$ cat src/rtl/lcrc_pkg.sv
// rtl/lcrc_pkg.sv - shared LCRC constants, FSM state type and CRC helper functions
package lcrc_pkg;

  localparam logic [31:0] LCRC_POLY     = 32'h04C11DB7;
  localparam logic [31:0] LCRC_SEED     = 32'h00000000;
  localparam int          LCRC_BYTES    = 4;
  localparam int          MIN_PKT_BYTES = 5;

  typedef enum logic [1:0] {
    IDLE,
    FILL,
    STREAM
  } lcrc_state_t;

  function automatic logic [7:0] bit_rev8(input logic [7:0] b);
    logic [7:0] r;
    for (int i = 0; i < 8; i++) r[i] = b[7-i];
    return r;
  endfunction

  // Bits are consumed LSB first into a non-reflected register.
  function automatic logic [31:0] lcrc_byte_next(input logic [31:0] crc,
                                                 input logic [7:0]  data,
                                                 input logic [31:0] poly = LCRC_POLY);
    logic [31:0] c;
    logic        fb;
    c = crc;
    for (int k = 0; k < 8; k++) begin
      fb = c[31] ^ data[k];
      c  = {c[30:0], 1'b0} ^ (fb ? poly : 32'h0);
    end
    return c;
  endfunction

endpackage

$ cat src/rtl/lcrc_32_byte_step.sv
// rtl/lcrc_32_byte_step.sv - combinational one-byte LCRC register update
import lcrc_pkg::*;

module lcrc_32_byte_step #(
  parameter logic [31:0] POLY = LCRC_POLY
) (
  input  logic [31:0] crc,
  input  logic [7:0]  data,
  output logic [31:0] crc_next
);

  assign crc_next = lcrc_byte_next(crc, data, POLY);

endmodule

$ cat config.mk
export PLATFORM = sky130hd
export DESIGN_NAME = lcrc_32_byte_step
export DESIGN_NICKNAME = d
export VERILOG_FILES = /design/src/rtl/lcrc_pkg.sv /design/src/rtl/lcrc_32_byte_step.sv
export SDC_FILE = /design/constraint.sdc
export NUM_CORES = 1
export LEC_CHECK = 0
export CAP_MARGIN = 10
export CORE_MARGIN = 2
export CORE_UTILIZATION = 39
export DETAILED_ROUTE_END_ITERATION = 8
export GPL_TIMING_DRIVEN = 0
export PLACE_DENSITY = 0.93
export REMOVE_ABC_BUFFERS = 1
export SLEW_MARGIN = 15
export SYNTH_ARGS = -nofsm -noshare
export SYNTH_HDL_FRONTEND = slang
export SYNTH_SLANG_ARGS = --single-unit
$ cat constraint.sdc
create_clock -name vclk -period 5.1
set_input_delay 1.02 -clock vclk [all_inputs]
set_output_delay 1.02 -clock vclk [all_outputs]
set_load 0.05 [all_outputs]
== Yosys cells after proc, flatten, opt, wreduce, memory -nomap -nowiden ==
Cells that the tools add are included.

* Register bits after elaboration: 0
* Bits of input ports: 40
* Logic and storage cells: 24
* Output and inout port bits: 32

* Muxes and demuxes: 8
* Bitwise gates (word level): 16

{| class="wikitable"
|+ Operators with widths
! cell !! number
|-
| 32-bit by 27-bit bitwise XOR with 32-bit output || 8
|-
| 27-bit 2-to-1 mux || 8
|-
| 1-bit bitwise XOR || 8
|}

== Depth between registers and ports, before layout ==
Gate-level depths: netlist of the first run.

* Depth after elaboration: 24
* Depth in mapped cells: 3
* Gate-level depth less buffers: 3

== Worst setup path after synthesis of the first run ==
OpenSTA, ideal clock, no wires.

* Path type: input to output
* Start: input data[4]
* End: output crc_next[10]
* Arrival: 2.695 ns
* Buffers on the path: 0
* Path slack: 1.385 ns
* Required time: 4.080 ns
* Stages on the path: 3
* Path through: xnor2_4 > xor3_1 > xnor2_1

* Longest elaborated chain between the ends: 6

{| class="wikitable"
|+ RTL lines
! item !! line !! source
|-
| from (decl) || lcrc_32_byte_step.sv:8 || <nowiki>input logic [7:0] data,</nowiki>
|-
| 1-bit bitwise XOR || lcrc_pkg.sv:29 || <nowiki>fb = c[31] ^ data[k];</nowiki>
|-
| 27-bit 2-to-1 mux || lcrc_pkg.sv:30 || <nowiki>c = {c[30:0], 1'b0} ^ (fb ? poly : 32'h0);</nowiki>
|-
| 32-bit by 27-bit bitwise XOR with 32-bit output (4 in series) || lcrc_pkg.sv:30 ||
|-
| to (decl) || lcrc_32_byte_step.sv:9 || <nowiki>output logic [31:0] crc_next</nowiki>
|}

No other way between the ends.

== Worst setup path in the final report of the first run ==
* Start: input data[0]
* End: output crc_next[6]

* Longest elaborated chain between the ends: 12

{| class="wikitable"
|+ RTL lines
! item !! line
|-
| 1-bit bitwise XOR || lcrc_pkg.sv:29
|-
| 27-bit 2-to-1 mux || lcrc_pkg.sv:30
|-
| 32-bit by 27-bit bitwise XOR with 32-bit output (6 in series) || lcrc_pkg.sv:30
|-
| 1-bit bitwise XOR || lcrc_pkg.sv:29
|-
| 27-bit 2-to-1 mux || lcrc_pkg.sv:30
|-
| 32-bit by 27-bit bitwise XOR with 32-bit output (2 in series) || lcrc_pkg.sv:30
|}

No other way between the ends.

==> results of run 1 <==
## layer usage
layer | wire length [um] | up-vias | global-route usage [%] | part of all wire, %
li1 | - | 355 | - | -
met1 | 754 | 338 | 15.7 | 33
met2 | 1270 | 45 | 34.9 | 55
met3 | 288 | 0 | 2.19 | 12
met4 | 0 | 0 | 0 | 0
met5 | 0 | - | 0 | 0
## cell families (layout without fill, tap and decap cells)
family,count (synthesis),count (layout),share of synthesized area (%)
xor+xnor,63,63,99.6
buf+inv,1,73,0.381
## report_power, final
group | switching (mW) | internal (mW) | leakage (nW)
Clock | 0 | 0 | 0
Combinational | 0.515 | 0.351 | 0.752
Sequential | 0 | 0 | 0
## placed cells by master, fill, tap and decap left out, drive strengths merged
cell	count
clkdlybuf4s50	72
xnor2	36
xor3	10
xor2	9
xnor3	8
inv	1
## metrics by stage
stage	setup WS [ns]	utilization [%]	instance area, um^2
6_report	0.541	71.7	1740
5_1_grt	0.463	71.7	1740
4_1_cts	0.527	71.7	1740
3_5_place_dp	0.540	71.7	1740
3_3_place_gp	0.535	71.7	1740
2_1_floorplan	1.39	-	985
## cell usage after synthesis (all sizes together)
library cell,count,share of area [%]
inv,1,0.38
xor2,9,8.8
xnor3,8,19
xnor2,36,47
xor3,10,25
## how the worst max path moves through the flow
| stage | to | slack (ns) | cells after the start |
|---|---|---|---|
| 2_1_floorplan | crc_next[10] | 1.39 | 3 |
| 3_3_place_gp | crc_next[6] | 0.53 | 5 |
| 3_5_place_dp | crc_next[6] | 0.54 | 5 |
| 4_1_cts | crc_next[6] | 0.53 | 5 |
| 5_1_grt | crc_next[6] | 0.46 | 5 |
| 6_report | crc_next[6] | 0.54 | 5 |
## area by class of cell
type,instances,area (um^2)
Fill cell,177,689
Timing Repair Buffer,72,721
Multi-Input combinational cell,63,981
Inverter,1,3.75
Tap cell,30,37.5
==> metrics, run 1 <==
First-pass DRT Iterations 2; Post-Syn Area per Cell ~15 um^2; GRT overflow 0; initial antenna violation count 0; sequential share of the synthesized area 0%; Critical Path RT 4.08 ns; register area 0 um^2; Slew headroom 61.4%; Finished Layout Cells between 150 and 200; Worst Hold Path EP crc_next[25]; unrepaired setup endpoints after global routing false; total power about 0.87 mW; Mapped Cells 64; floorplan row count 18; chip width ~54 um; CP top delay family buffers and inverters; WS Path Type primary input to output port; Leak 0.752 nW; largest net degree at the start of global routing 9; clkbuf count 0; Setup Viol. Count Final 0; CTS resizes 0; CP max stage cell clkdlybuf4s50_1; dpl hpwl 2030 um; area delta synth->final 77.0%; Final min period 4.56 ns; crit path from data[0]; total number of vias roughly 740; wire per inst 13.9 um; Netlist cell types 10; Total Die Area ~0.0029 mm^2; hold_sp crc[17]; Most common cell on crit path clkdlybuf4s50_1; FMAX 219 MHz; core area approximately 0.0024 mm^2; die height between 50 and 60 um; Slew @ Worst Pin a little under 0.6 ns; Starting Density around two fifths; dpl cells between 150 and 200; routability cong. 0.605; mapped cell area around 980 um^2; cells along the critical path clkdlybuf4s50_1, xnor2_4, xnor3_1, xor3_1, clkdlybuf4s50_1; nets roughly 180; CP endpoint kind output port; Hold Crit Depth 3; Hold WS approximately 3.3 ns; WP buf/inv 2; Starting DRT DRC Count 4; Ports 72; Post-CTS Setup Repair Bufs 0; vias in the first global route approximately 740; setup_tns 0 ns; IO buf count 72; CP Launch Type primary input; Synth Warn # 0; via/cell ratio roughly 4.4; Hold/Removal Path Class primary input to output port; Crit path largest cell delay around 0.80 ns; antenna viol nets, final 0; Final Hold Viols 0; period utilisation layout between 80% and 90%; Ant. Diodes 0; max-slew violations 0; VDD IR max 0.000378 V; gr usage total roughly 16%; drc violations 0; Post-CTS Hold Buffers 0; largest fanout on the critical path 8; Seq cells 0; first-pass GRT wire length roughly 3400 um; status finished, final reports clean; layout cell share with drive strength beyond 1 between 10% and 20%; pwr/cell area ~500 mW/mm^2; WP data arrival approximately 3.5 ns; final WL roughly 2300 um; max-cap violations 0
Power figures use the tool's default switching activity.
==> run 2, diff against run 1 <==
--- a/config.mk
+++ b/config.mk
@@ -9,7 +9,6 @@
 export CORE_MARGIN = 2
 export CORE_UTILIZATION = 39
 export DETAILED_ROUTE_END_ITERATION = 8
-export GPL_TIMING_DRIVEN = 0
 export PLACE_DENSITY = 0.93
 export REMOVE_ABC_BUFFERS = 1
 export SLEW_MARGIN = 15
==> metrics, run 2 (synthesis results as in run 1) <==
CP Launch Type primary input (unchanged); Starting Density 40.5% (unchanged); largest net degree at the start of global routing 9 (unchanged); antenna viol nets, final 0 (unchanged); setup_tns 0 ns (unchanged); WP data arrival 3.54 ns (about the same); layout cell share with drive strength beyond 1 11.0% (unchanged); Final min period 4.56 ns (about the same); area delta synth->final 77.0% (unchanged); first-pass GRT wire length 3520 um (was 3360 um); Slew @ Worst Pin 0.586 ns (was 0.576 ns); status finished, final reports clean (unchanged); VDD IR max 0.000507 V (was 0.000378 V); dpl hpwl 2080 um (was 2030 um); via/cell ratio 4.37 (was 4.45); Ant. Diodes 0 (unchanged); Starting DRT DRC Count 1 (was 4); cells along the critical path clkdlybuf4s50_1, xnor2_4, xnor3_1, xor3_1, clkdlybuf4s50_1 (unchanged); die height 54.2 um (unchanged); final WL 2360 um (was 2310 um); Slew headroom 60.7% (was 61.4%); IO buf count 72 (unchanged); most frequent cells in the layout clkdlybuf4s50_1, xnor2_1, xor3_1 (unchanged); floorplan row count 18 (unchanged); dpl cells 166 (unchanged); clkbuf count 0 (unchanged); WP buf/inv 2 (unchanged); CP endpoint kind output port (unchanged); max-slew violations 0 (unchanged); wire per inst 14.2 um (was 13.9 um); Crit path largest cell delay 0.81 ns (was 0.80 ns); unrepaired setup endpoints after global routing false (unchanged); Hold/Removal Path Class primary input to output port (unchanged); Total Die Area 0.00294 mm^2 (unchanged); gr usage total 16.4% (was 15.7%); CP max stage cell clkdlybuf4s50_1 (unchanged); First-pass DRT Iterations 4 (was 2); register area 0 um^2 (unchanged); GRT overflow 0 (unchanged); core area 0.00243 mm^2 (unchanged); Post-CTS Setup Repair Bufs 0 (unchanged); Seq cells 0 (unchanged); pwr/cell area 498 mW/mm^2 (was 497 mW/mm^2); Setup Viol. Count Final 0 (unchanged); area post-placement 0.00174 mm^2 (unchanged); period utilisation layout 89.3% (was 89.4%); FMAX 220 MHz (was 219 MHz); WS Path Type primary input to output port (unchanged); chip width 54.2 um (unchanged); Critical Path RT 4.08 ns (about the same); vias in the first global route 799 (was 744); pre-CTS WS 0.518 ns (was 0.540 ns); Ports 72 (unchanged); CTS resizes 0 (unchanged); Finished Layout Cells 166 (unchanged); total power 0.868 mW (was 0.866 mW); Design Area, Final 0.00174 mm^2 (unchanged); total number of vias 725 (was 738); max-cap violations 0 (unchanged); Post-CTS Hold Buffers 0 (unchanged); drc violations 0 (unchanged); setup ws final 0.544 ns (was 0.541 ns); largest fanout on the critical path 8 (unchanged); commonest non-fill, non-tap cell in the layout clkdlybuf4s50_1 (unchanged); Leak 0.752 nW (unchanged); nets 178 (unchanged); routability cong. 0.627 (was 0.605); Final Hold Viols 0 (unchanged); CP top delay family buffers and inverters (unchanged); Most common cell on crit path clkdlybuf4s50_1 (unchanged); initial antenna violation count 0 (unchanged)
==> run 2: cell counts in the layout (fill, tap and decap cells not counted) <==
Identical to the previous run, type by type.
==> run 2: final cells by class <==
cell class	count	area [um^2]
multi-input cells	63	981
repair buffers	72	721
inverters	1	3.75
fillers	175	689
well taps	30	37.5
==> run 2: path summary, 6_finish.rpt <==
| kind | startpoint | to | slack [ns] | depth (start not counted) |
|---|---|---|---|---|
| setup / recovery | data[0] | crc_next[6] | 0.54 | 5 |
| hold / removal | crc[16] | crc_next[24] | 3.27 | 3 |
==> run 2: per-stage QoR <==
stage / util (%) / hold slack (ns)
floorplan: - / 2.31
global placement: 71.7 / 3.27
detailed placement: 71.7 / 3.27
CTS: 71.7 / 3.27
global route: 71.7 / 3.29
finish: 71.7 / 3.27
==> run 2: power by group <==
group | total [mW] | internal [mW] | switching (mW)
Combinational | 0.868 | 0.351 | 0.517
Sequential | 0 | 0 | 0
Clock | 0 | 0 | 0
==> run 2: metal layers <==
layer  vias to the layer above  wire (um)  global-route usage (%)
li1                        354          -                       -
met1                       326        844                    16.5
met2                        45       1270                    35.7
met3                         0        252                    1.64
met4                         0          0                    2.08
met5                         -          0                       0
